### config.mk
export PLATFORM = sky130hd
export DESIGN_NAME = counter_ctrl
export DESIGN_NICKNAME = d
export VERILOG_FILES = /design/src/rtl/counter_pkg.sv /design/src/rtl/btn_debounce.sv /design/src/rtl/counter_ctrl.sv
export SDC_FILE = /design/constraint.sdc
export NUM_CORES = 1
export LEC_CHECK = 0
export BUFFER_PORTS_ARGS = -buffer_cell sky130_fd_sc_hd__buf_4
export CAP_MARGIN = 20
export CORE_AREA = 3 3 40 42
export DETAILED_ROUTE_END_ITERATION = 8
export DIE_AREA = 0 0 43 45
export HOLD_SLACK_MARGIN = 0.02
export PLACE_DENSITY = 0.73
export SLEW_MARGIN = 25
export SYNTH_ARGS = -nofsm -noshare
export SYNTH_HDL_FRONTEND = slang
export SYNTH_SLANG_ARGS = --single-unit
### constraint.sdc
create_clock -name clk -period 1.43 [get_ports clk]
set_input_delay 0.2145 -clock clk [delete_from_list [all_inputs] [get_ports clk]]
set_output_delay 0.2145 -clock clk [all_outputs]
set_load 0.01 [all_outputs]
### src/rtl/counter_pkg.sv
// Types and constants shared by the push-button front end and the up/down counter.
package counter_pkg;

   typedef enum logic [1:0] {
      IDLE      = 2'd0,
      HOLD_UP   = 2'd1,
      HOLD_DOWN = 2'd2,
      LOCK      = 2'd3
   } ctrl_state_t;

   localparam logic DIR_UP   = 1'b1;
   localparam logic DIR_DOWN = 1'b0;

   function automatic int max2(input int a, input int b);
      return (a > b) ? a : b;
   endfunction

endpackage

### src/rtl/btn_debounce.sv
// Two-flop synchroniser followed by a counting debounce filter for one raw button.
module btn_debounce #(
   parameter int DEBOUNCE_CYCLES = 4
) (
   input  logic clk,
   input  logic rst,
   input  logic btn_raw,
   output logic btn_deb
);

   localparam int CNT_W = $clog2(DEBOUNCE_CYCLES);
   localparam logic [CNT_W-1:0] CNT_LAST = CNT_W'(DEBOUNCE_CYCLES - 1);

   logic             sync1_q;
   logic             sync2_q;
   logic             deb_q;
   logic             deb_d;
   logic [CNT_W-1:0] cnt_q;
   logic [CNT_W-1:0] cnt_d;

   // The level flips on the DEBOUNCE_CYCLES-th consecutive disagreeing sample.
   always_comb begin
      deb_d = deb_q;
      cnt_d = '0;
      if (sync2_q != deb_q) begin
         if (cnt_q == CNT_LAST) begin
            deb_d = sync2_q;
         end else begin
            cnt_d = cnt_q + CNT_W'(1);
         end
      end
   end

   always_ff @(posedge clk) begin
      if (rst) begin
         sync1_q <= 1'b0;
         sync2_q <= 1'b0;
         cnt_q   <= '0;
         deb_q   <= 1'b0;
      end else begin
         sync1_q <= btn_raw;
         sync2_q <= sync1_q;
         cnt_q   <= cnt_d;
         deb_q   <= deb_d;
      end
   end

   assign btn_deb = deb_q;

endmodule

### src/rtl/counter_ctrl.sv
// Push-button front end driving the counter's enable/direction.
// Auto-repeat while a button is held is built only when COUNTER_CTRL_AUTO_REPEAT_EN is defined.
module counter_ctrl #(
   parameter int DEBOUNCE_CYCLES = 4,
   parameter int REPEAT_DELAY    = 16,
   parameter int REPEAT_PERIOD   = 4
) (
   input  logic clk,
   input  logic rst,
   input  logic btn_up,
   input  logic btn_down,
   output logic enable,
   output logic direction
);

   import counter_pkg::*;

   if (DEBOUNCE_CYCLES < 2 || REPEAT_DELAY < 1 || REPEAT_PERIOD < 2) begin : g_param_check
      $error("counter_ctrl: DEBOUNCE_CYCLES>=2, REPEAT_DELAY>=1 and REPEAT_PERIOD>=2 are required");
   end

   logic        deb_up;
   logic        deb_down;
   ctrl_state_t state_q;
   ctrl_state_t state_d;
   logic        enable_q;
   logic        enable_d;
   logic        dir_q;
   logic        dir_d;
   logic        rpt_fire;

   btn_debounce #(.DEBOUNCE_CYCLES(DEBOUNCE_CYCLES)) u_deb_up (
      .clk     (clk),
      .rst     (rst),
      .btn_raw (btn_up),
      .btn_deb (deb_up)
   );

   btn_debounce #(.DEBOUNCE_CYCLES(DEBOUNCE_CYCLES)) u_deb_down (
      .clk     (clk),
      .rst     (rst),
      .btn_raw (btn_down),
      .btn_deb (deb_down)
   );

`ifdef COUNTER_CTRL_AUTO_REPEAT_EN
   localparam int TMR_W = $clog2(max2(REPEAT_DELAY, REPEAT_PERIOD) + 1);
   localparam logic [TMR_W-1:0] TMR_MAX = '1;

   logic [TMR_W-1:0] tmr_q;
   logic [TMR_W-1:0] tmr_d;
   logic [TMR_W-1:0] tmr_target;
   logic             first_q;
   logic             first_d;

   // Outside a steady hold the timer sits at zero, so every entry to HOLD_x restarts it.
   always_comb begin
      rpt_fire   = 1'b0;
      tmr_d      = '0;
      first_d    = 1'b1;
      tmr_target = first_q ? TMR_W'(REPEAT_DELAY - 1) : TMR_W'(REPEAT_PERIOD - 1);
      if ((state_q == HOLD_UP   && deb_up   && !deb_down) ||
          (state_q == HOLD_DOWN && deb_down && !deb_up)) begin
         first_d = first_q;
         if (tmr_q == tmr_target) begin
            rpt_fire = 1'b1;
            first_d  = 1'b0;
         end else if (tmr_q != TMR_MAX) begin
            tmr_d = tmr_q + TMR_W'(1);
         end else begin
            tmr_d = tmr_q;
         end
      end
   end

   always_ff @(posedge clk) begin
      if (rst) begin
         tmr_q   <= '0;
         first_q <= 1'b1;
      end else begin
         tmr_q   <= tmr_d;
         first_q <= first_d;
      end
   end
`else
   assign rpt_fire = 1'b0;
`endif

   always_ff @(posedge clk) begin
      if (rst) begin
         state_q  <= IDLE;
         enable_q <= 1'b0;
         dir_q    <= DIR_UP;
      end else begin
         state_q  <= state_d;
         enable_q <= enable_d;
         dir_q    <= dir_d;
      end
   end

   // A new rise of the other button while holding always wins over a release.
   always_comb begin
      state_d = state_q;
      case (state_q)
         IDLE: begin
            if (deb_up && deb_down) state_d = LOCK;
            else if (deb_up)        state_d = HOLD_UP;
            else if (deb_down)      state_d = HOLD_DOWN;
         end
         HOLD_UP: begin
            if (deb_down)     state_d = LOCK;
            else if (!deb_up) state_d = IDLE;
         end
         HOLD_DOWN: begin
            if (deb_up)         state_d = LOCK;
            else if (!deb_down) state_d = IDLE;
         end
         LOCK: begin
            if (!deb_up && !deb_down) state_d = IDLE;
         end
         default: state_d = IDLE;
      endcase
   end

   always_comb begin
      enable_d = 1'b0;
      dir_d    = dir_q;
      case (state_q)
         IDLE: begin
            if (deb_up && !deb_down) begin
               enable_d = 1'b1;
               dir_d    = DIR_UP;
            end else if (deb_down && !deb_up) begin
               enable_d = 1'b1;
               dir_d    = DIR_DOWN;
            end
         end
         HOLD_UP: begin
            if (rpt_fire) begin
               enable_d = 1'b1;
               dir_d    = DIR_UP;
            end
         end
         HOLD_DOWN: begin
            if (rpt_fire) begin
               enable_d = 1'b1;
               dir_d    = DIR_DOWN;
            end
         end
         default: ;
      endcase
   end

   assign enable    = enable_q;
   assign direction = dir_q;

endmodule

==> results of run 1 <==
stage by stage:
step	hold slack, ns	instances
floorplan	0.343	58
global placement	0.412	79
detailed placement	0.414	79
CTS	0.144	83
global route	0.146	83
finish	0.152	83
per-layer routing:
metal	wire length (um)	share of wire	track usage	vias up
li1	-	-	-	214
met1	424	0.51	0.133	173
met2	363	0.43	0.168	6
met3	39	0.046	0.0359	2
met4	13	0.015	0.0904	0
met5	0	0	0	-
Yosys cell counts, types with 2 or more instances:
cell type / instances / area (um2)
and3_1: 2 / 12.5
dfxtp_1: 14 / 280
ha_1: 6 / 75.1
inv_1: 5 / 18.8
mux2i_1: 2 / 20.0
nor2_1: 7 / 26.3
nor2_2: 2 / 12.5
nor2b_1: 5 / 31.3
nor4b_1: 2 / 17.5
xnor2_1: 2 / 17.5
area by class of cell:
class	instances	area, um2
repair buffers	7	52.6
multi-input cells	38	283
inverters	5	18.8
clock buffers	4	36.3
fillers	118	596
well taps	15	18.8
flip-flops and latches	14	280
final timing paths:
| path | from | to | slack, ns | depth (start not counted) |
|---|---|---|---|---|
| hold / removal | btn_up | u_deb_up.sync1_q | 0.15 | 2 |
| setup reg to reg | u_deb_down.btn_deb | direction | 0.20 | 4 |
| setup / recovery | u_deb_down.btn_deb | direction | 0.20 | 4 |
| hold reg to reg | u_deb_up.cnt_q[0] | u_deb_up.cnt_q[0] | 0.42 | 1 |
worst reg2reg max path, delay by kind of cell (launching register included):
family	cells	cell delay [ns]
flops	1	0.34
buf+inv	1	0.08
simple gates	1	0.17
compound gates	1	0.25
fa+ha+maj	1	0.28
sequential cells by signal (all words and copies together) (netlist names):
name,count
enable,1
u_deb_up.sync2_q,1
u_deb_up.sync1_q,1
u_deb_up.btn_deb,1
u_deb_down.btn_deb,1
state_q,2
u_deb_up.cnt_q,2
u_deb_down.sync1_q,1
u_deb_down.sync2_q,1
u_deb_down.cnt_q,2
direction,1
placed cells by master, fill, tap and decap left out:
cell | Yosys | layout
a211o_1 | 1 | 1
a21o_1 | 1 | 1
a21oi_1 | 1 | 1
a311oi_1 | 1 | 1
a31oi_1 | 1 | 1
and3_1 | 2 | 2
buf_4 | 0 | 7
clkbuf_4 | 0 | 3
clkbuf_8 | 0 | 1
dfxtp_1 | 14 | 14
ha_1 | 6 | 6
inv_1 | 5 | 5
mux2i_1 | 2 | 2
nand2_1 | 1 | 1
nor2_1 | 7 | 7
nor2_2 | 2 | 2
nor2b_1 | 5 | 5
nor4b_1 | 2 | 2
o21a_1 | 1 | 1
o21ai_0 | 1 | 1
or3_1 | 1 | 1
or3_4 | 1 | 1
xnor2_1 | 2 | 2
power by group through the flow:
stage | logic (mW) | registers [mW] | clock network [mW]
6_report | 0.0216 | 0.399 | 0.278
5_1_grt | 0.0247 | 0.400 | 0.310
4_1_cts | 0.0219 | 0.399 | 0.292
3_5_place_dp | 0.0219 | 0.409 | 0
3_3_place_gp | 0.0216 | 0.409 | 0
2_1_floorplan | 0.0139 | 0.408 | 0
kinds of logic (layout without fill, tap and decap cells):
group / Yosys count / after routing
multiplexers: 2 / 2
buffers and inverters: 6 / 16
XOR/XNOR: 2 / 2
AO/OA/AOI/OAI: 7 / 7
flip-flops: 14 / 14
AND/OR/NAND/NOR: 21 / 21
adder cells (fa/ha/maj): 6 / 6
==> reports/results.tsv, run 1 <==
stage	metric	value	unit
timing	fin_setup_tns	0	ns
floorplan	core	1280	um2
power	power_frac_comb	0.031	
placement	port_buffers	5	
clock_network	cts_sinks	14	
layout	final_util	0.537	
grt	grt_max_degree	12	
setup_path	startpoint_type	flip-flop	
setup_path	required	1.60	ns
floorplan	start_util	0.456	
synthesis	postSynthAreaPerCell	10.1	um2
synthesis	ys_types	21	
timing	final.min_clock_period	1.23	ns
placement	gp_congestion	0.776	
outcome	status	completed	
routing	ant_nets	0	
power	vdd_ir_drop_max	0.547	mV
grt	track_usage	0.112	
placement	placed_area	653	um2
routing	drtPass1Iterations	4	
clock_network	post-cts-setup-buffers	0	
timing	final.period_utilization	0.857	
clock_network	cts_hold_buf	0	
clock_network	cts_resized	0	
routing	vias	395	
synthesis	ys_warn_count	0	
floorplan	fp.dieH	45	um
timing	finalHoldViolCount	0	
setup_path	path_cells	inv_1 > ha_1 > and3_1 > a211o_1	
synthesis	synth_edf_count	0	
floorplan	ioPinCount	6	
grt	grt_overflow	0	
synthesis	synth_top_family_by_area	simple AND/OR/NAND/NOR gates	
routing	routed_wl	839	um
setup_path	crit_buf_inv	1	
grt	first_global_vias	380	
power	p_seq_frac	0.571	
clock_network	clk_path_buf_depth	2	
routing	wl_per_cell	10.1	um
power	p_leak	0.294	nW
synthesis	synth_xor_area_frac	0.0299	
synthesis	synth-compound-area-share	0.0833	
clock_network	cts_max_level	1	
routing	drc	0	
power	power	699	uW
synthesis	synth_ff_type	dfxtp_1	
setup_path	crit_family	flip-flops	
clock_network	cts-root-buf	clkbuf_4	
power	p_sw	135	uW
setup_path	arrival	1.39	ns
routing	drtIter0Drc	2	
routing	vias_per_cell	4.76	
layout	drive_above_1_share	0.206	
synthesis	synth_cells	58	
synthesis	ys_seq_area_frac	0.479	
power	p_int	564	uW
timing	setup_viol	0	
setup_path	endpoint_kind	flip-flop	
synthesis	ys_ff_latch	14	
flow_run	drv_cap	0	
synthesis	synth.area.mux_share	0.0342	
floorplan	die-width	43	um
layout	n_antenna_cell	0	
setup_path	crit_type	reg2reg	
power	power-per-cell-area	1010	nW/um2
layout	fin_area	689	um2
synthesis	synthAdderAreaFrac	0.128	
synthesis	synth_simple_gate_area_frac	0.207	
timing	worstMarginPinSlew	0.305	ns
hold_path	hold_path_class	in2reg	
timing	max_freq	0.816	GHz
floorplan	dieArea	1940	um2
layout	area_delta_synth_final	17.7	%
timing	fin_skew	0.00107	ns
clock_network	path_clk_slew	0.08	ns
grt	antenna_found_initial	0	
floorplan	num_rows	13	
clock_network	cts_tree	yes	
timing	slew_viol_final	0	
grt	grt_pass1_wl	1.55	mm
timing	grt_setup_unrepaired	no	
clock_network	clock_latency	0.27	ns
placement	dp_hpwl	614	um
power	switching_share	0.194	
setup_path	max_stage_delay	0.34	ns
timing	worst_slack	0.204	ns
placement	dp_slack	0.223	ns
synthesis	synth_nets	68	
setup_path	cpMaxStageDelayCell	dfxtp_1	
power	clockPowerShare	0.398	
clock_network	cts_inserted_buffers	3	
layout	nNetsFinal	79	
setup_path	path_max_fanout	3	
synthesis	synth_area	586	um2
synthesis	ys_async_sr_fraction	0	
timing	slew_headroom	0.796	
No activity file was read; power rests on OpenSTA's default activity.
==> run 2, diff against run 1 <==
CAP_MARGIN = default   (was 20)
clock period = 1.1 ns   (was 1.43 ns; I/O delays follow)
==> reports/results.tsv, run 2 (synthesized netlist as in run 1, its figures left out) <==
stage	metric	value	unit	change
layout	layout_common_cells	dfxtp_1 (11), buf_4 (9), nor2_1 (7)		was dfxtp_1 (14), nor2_1 (7), buf_4 (7)
timing	setup_viol	2		was 0
clock_network	cts_hold_buf	0		unchanged
grt	antenna_found_initial	0		unchanged
routing	drtIter0Drc	1		was 2
layout	regArea	289	um2	was 280 um2
routing	vias	427		was 395
power	power-per-cell-area	1170	nW/um2	was 1010 nW/um2
floorplan	ioPinCount	6		unchanged
setup_path	startpoint_type	flip-flop		unchanged
setup_path	required	1.28	ns	was 1.60 ns
setup_path	path_max_fanout	7		was 3
timing	fin_hold_ws	0.103	ns	was 0.152 ns
timing	fin_skew	0.00595	ns	was 0.00107 ns
floorplan	num_rows	13		unchanged
clock_network	clk_path_buf_depth	2		unchanged
setup_path	r2r_end	direction		unchanged
grt	grt_max_degree	12		unchanged
outcome	failed_checks	negative setup slack		
clock_network	cts_inserted_buffers	3		unchanged
floorplan	start_util	0.456		unchanged
clock_network	cts_tree	yes		unchanged
placement	dp_hpwl	657	um	was 614 um
timing	final.min_clock_period	1.12	ns	was 1.23 ns
outcome	status	finished with violations		was completed
routing	drtPass1Iterations	3		was 4
placement	placed_cells	81		was 79
timing	slew_headroom	0.842		was 0.796
routing	ant_nets	0		unchanged
timing	final.period_utilization	1.02		was 0.857
timing	slew_viol_final	0		unchanged
floorplan	die-width	43	um	unchanged
setup_path	rr_worst_depth	4		unchanged
grt	first_global_vias	401		was 380
clock_network	cts-root-buf	clkbuf_4		unchanged
routing	vias_per_cell	4.91		was 4.76
routing	wl_per_cell	11.0	um	was 10.1 um
floorplan	fp.dieH	45	um	unchanged
layout	drive_above_1_share	0.417		was 0.206
clock_network	cts_max_level	1		unchanged
power	p_leak	0.322	nW	was 0.294 nW
hold_path	whs_path_depth	2		unchanged
setup_path	endpoint_kind	flip-flop		unchanged
timing	worst_slack	-0.0213	ns	was 0.204 ns
timing	worstMarginPinSlew	0.236	ns	was 0.305 ns
clock_network	path_clk_slew	0.09	ns	was 0.08 ns
layout	n_antenna_cell	0		unchanged
placement	gp_congestion	0.701		was 0.776
placement	port_buffers	5		unchanged
timing	max_freq	0.892	GHz	was 0.816 GHz
floorplan	core	1280	um2	unchanged
clock_network	clock_latency	0.28	ns	was 0.27 ns
routing	routed_wl	956	um	was 839 um
grt	grt_pass1_wl	1.60	mm	was 1.55 mm
timing	grt_setup_unrepaired	yes		was no
layout	area_delta_synth_final	33.5	%	was 17.7%
flow_run	drv_cap	0		unchanged
setup_path	regToRegSetupSlack	-0.02	ns	was 0.20 ns
routing	drc	0		unchanged
clock_network	cts_sinks	14		unchanged
hold_path	hold_path_class	in2reg		unchanged
layout	multiInputGateArea	324	um2	was 283 um2
layout	final_util	0.609		was 0.537
setup_path	arrival	1.30	ns	was 1.39 ns
hold_path	hold_end	u_deb_down.sync1_q		was u_deb_up.sync1_q
layout	layout.filler_cells	106		was 118
grt	track_usage	0.119		was 0.112
layout	top_regs	state_q: 2 flops, u_deb_down.cnt_q: 2 flops, u_deb_up.cnt_q: 2 flops		unchanged
setup_path	r2r-start	u_deb_up.btn_deb		was u_deb_down.btn_deb
layout	nNetsFinal	83		was 79
grt	grt_overflow	0		unchanged
timing	finalHoldViolCount	0		unchanged
power	vdd_ir_drop_max	0.617	mV	was 0.547 mV
placement	dp_slack	-0.0459	ns	was 0.223 ns
layout	stdcell_count	87		was 83
timing	fin_setup_tns	-0.0271	ns	was 0 ns
setup_path	crit_type	reg2reg		unchanged
floorplan	dieArea	1940	um2	unchanged
layout	final_common_cell	dfxtp_1		unchanged
hold_path	hp-start	btn_down		was btn_up
-- run 2: changes by cell type in the layout (fill, tap and decap cells not counted), sizes merged --
cell  previous run  this run
buf              7        11
-- run 2: final cells by class --
class | count | area share
inverters | 5 | 0.0304
clock buffers | 4 | 0.0464
flip-flops and latches | 14 | 0.370
well taps | 15 | 0.0240
multi-input cells | 38 | 0.414
repair buffers | 11 | 0.115
-- run 2: worst max-delay path by stage --
| stage | start | to | cells past startpoint |
|---|---|---|---|
| after CTS | u_deb_down.btn_deb | direction | 4 |
| after floorplan | u_deb_up.btn_deb | direction | 4 |
| after detailed placement | u_deb_up.btn_deb | state_q[1] | 4 |
| final | u_deb_up.btn_deb | direction | 4 |
| after global placement | u_deb_up.btn_deb | direction | 4 |
| after global routing | u_deb_up.btn_deb | direction | 4 |
-- run 2: critical path, stage by stage (launching register included) --
cell and delay, ns:
dfxtp_4 0.41, inv_4 0.05, ha_4 0.21, and3_4 0.14, a211o_1 0.21
-- run 2: report_power, final --
part | internal, mW | leakage (nW) | total [mW] | switching, mW
sequential | 0.510 | 0.116 | 0.514 | 0.00397
combinational | 0.0173 | 0.185 | 0.0305 | 0.0133
clock | 0.201 | 0.0210 | 0.369 | 0.167
-- run 2: per-stage QoR --
stage | cell area, um2 | total power, mW
after global routing | 782 | 0.950
after global placement | 698 | 0.554
final | 782 | 0.914
after floorplan | 616 | 0.544
after CTS | 771 | 0.931
after detailed placement | 698 | 0.556
-- run 2: per-layer routing --
layer	GRT usage	up-vias	routed length (um)
li1	-	222	-
met2	0.186	9	406
met5	0	-	0
met3	0.0398	5	47
met4	0.127	0	42
met1	0.120	191	460
-- run 2: repair_timing --
item                                    CTS  global route
gates resized for setup                   4             4
buffers inserted                          2             0
endpoints found under the setup margin    4             7
pin swaps                                 3             1
==> run 3, diff against run 2 <==
clock period = 1 ns   (was 1.1 ns; I/O delays follow)
==> reports/results.tsv, run 3 (synthesized netlist as in run 1, its figures left out) <==
stage	metric	value	unit	change
flow_run	drv_cap	0		unchanged
clock_network	post-cts-setup-buffers	0		was 2
clock_network	cts_max_level	1		unchanged
timing	final.min_clock_period	1.14	ns	was 1.12 ns
layout	top_regs	state_q: 2 flops, u_deb_down.cnt_q: 2 flops, u_deb_up.cnt_q: 2 flops		unchanged
routing	vias	440		was 427
clock_network	clk_path_buf_depth	2		unchanged
clock_network	path_clk_slew	0.08	ns	was 0.09 ns
grt	grt_max_degree	8		was 12
layout	nNetsFinal	86		was 83
timing	max_freq	0.878	GHz	was 0.892 GHz
routing	routed_wl	1.06	mm	was 956 um
power	power_frac_comb	0.045		was 0.033
placement	gp_congestion	0.674		was 0.701
layout	area_delta_synth_final	43.4	%	was 33.5%
hold_path	hold_path_class	in2reg		unchanged
timing	slew_headroom	0.785		was 0.842
clock_network	cts_hold_buf	0		unchanged
grt	first_global_vias	423		was 401
placement	port_buffers	5		unchanged
layout	fin_area	840	um2	was 782 um2
timing	slew_viol_final	0		unchanged
floorplan	dieArea	1940	um2	unchanged
timing	fin_skew	0.00301	ns	was 0.00595 ns
power	p_seq_frac	0.614		was 0.563
grt	antenna_found_initial	0		unchanged
routing	wl_per_cell	11.9	um	was 11.0 um
placement	dp_hpwl	763	um	was 657 um
floorplan	fp.dieH	45	um	unchanged
timing	worst_slack	-0.139	ns	was -0.0213 ns
setup_path	crit_family	flip-flops		unchanged
routing	drc	0		unchanged
setup_path	startpoint_type	flip-flop		unchanged
power	power-per-cell-area	1100	nW/um2	was 1170 nW/um2
floorplan	ioPinCount	6		unchanged
grt	grt_pass1_wl	1.75	mm	was 1.60 mm
outcome	status	finished with violations		unchanged
setup_path	crit_start	u_deb_up.btn_deb		unchanged
placement	dp_slack	-0.148	ns	was -0.0459 ns
layout	n_antenna_cell	0		unchanged
clock_network	cts_tree	yes		unchanged
setup_path	endpoint_kind	flip-flop		unchanged
timing	worstMarginPinSlew	0.321	ns	was 0.236 ns
timing	finalHoldViolCount	0		unchanged
routing	vias_per_cell	4.94		was 4.91
routing	drtPass1Iterations	2		was 3
power	power	925	uW	was 914 uW
clock_network	cts-root-buf	clkbuf_4		unchanged
clock_network	cts_inserted_buffers	3		unchanged
power	clockPowerShare	0.341		was 0.404
power	vdd_ir_drop_max	1.11	mV	was 0.617 mV
grt	grt_overflow	0		unchanged
layout	layout_common_cells	buf_4 (11), dfxtp_1 (9), nor2b_1 (5)		was dfxtp_1 (11), buf_4 (9), nor2_1 (7)
clock_network	cts_sinks	14		unchanged
floorplan	start_util	0.456		unchanged
timing	fin_setup_tns	-0.702	ns	was -0.0271 ns
floorplan	die-width	43	um	unchanged
setup_path	crit_type	reg2reg		unchanged
outcome	failed_checks	negative setup slack		unchanged
timing	grt_setup_unrepaired	yes		unchanged
routing	drtIter0Drc	2		was 1
layout	final_common_cell	buf_4		was dfxtp_1
routing	ant_nets	0		unchanged
layout	drive_above_1_share	0.541		was 0.417
setup_path	cpMaxStageDelayCell	dfxtp_4		unchanged
timing	final.period_utilization	1.14		was 1.02
setup_path	path_cells	inv_4 > ha_4 > and3_4 > a211o_1		unchanged
grt	track_usage	0.137		was 0.119
setup_path	path_max_fanout	7		unchanged
power	p_leak	0.336	nW	was 0.322 nW
setup_path	r2r-start	u_deb_up.btn_deb		unchanged
setup_path	arrival	1.32	ns	was 1.30 ns
timing	setup_viol	8		was 2
hold_path	hp-start	btn_down		unchanged
setup_path	required	1.18	ns	was 1.28 ns
setup_path	crit_buf_inv	1		unchanged
power	switching_share	0.214		was 0.202
clock_network	clock_latency	0.28	ns	about the same
floorplan	num_rows	13		unchanged
placement	placed_area	744	um2	was 698 um2
power	p_sw	198	uW	was 185 uW
floorplan	core	1280	um2	unchanged
power	p_int	727	uW	was 729 uW
setup_path	max_stage_delay	0.41	ns	about the same
==> run 3: cell count changes in the layout (fill, tap and decap cells not counted), sizes merged <==
cell / change
buf: +3
clkbuf: -1
==> run 3: metrics by stage <==
stage | std cells | hold WS [ns] | util
after floorplan | 58 | 0.278 | -
after global placement | 86 | 0.363 | 0.579
after detailed placement | 86 | 0.370 | 0.579
after CTS | 89 | 0.0749 | 0.611
after global routing | 89 | 0.0992 | 0.653
final | 89 | 0.0768 | 0.653
==> run 3: worst paths after layout <==
check / depth (start not counted) / slack [ns] / endpoint
worst max-delay path: 4 / -0.14 / direction
worst min-delay path: 2 / 0.08 / u_deb_down.sync1_q
worst max register to register: 4 / -0.14 / direction
worst min register to register: 1 / 0.41 / u_deb_up.cnt_q[0]
==> run 3: repair_timing <==
item | CTS | global route
pin swaps | 2 | 1
setup endpoints to repair | 8 | 9
gates resized for setup | 5 | 13
==> run 3: power by group through the flow <==
stage | combinational (mW) | sequential (mW) | clock, mW
floorplan | 0.0212 | 0.578 | 0
global placement | 0.0374 | 0.579 | 0
detailed placement | 0.0378 | 0.579 | 0
CTS | 0.0392 | 0.566 | 0.325
global route | 0.0474 | 0.569 | 0.343
finish | 0.0420 | 0.567 | 0.315
==> run 3: cell type report <==
cell class                 count  area, um2
clock buffer                   3       22.5
fill                         105        445
inverter                       5       23.8
multi-input combinational     38        367
sequential                    14        292
tap                           15       18.8
timing repair buffer          14        116
==> run 3: per-layer routing <==
layer  share of wire  GRT usage  wire, um  vias up
li1                -          -         -      227
met1            0.39      0.118       413      200
met2            0.51      0.234       535        9
met3           0.046     0.0398        49        4
met4           0.053      0.163        56        0
met5               0          0         0        -
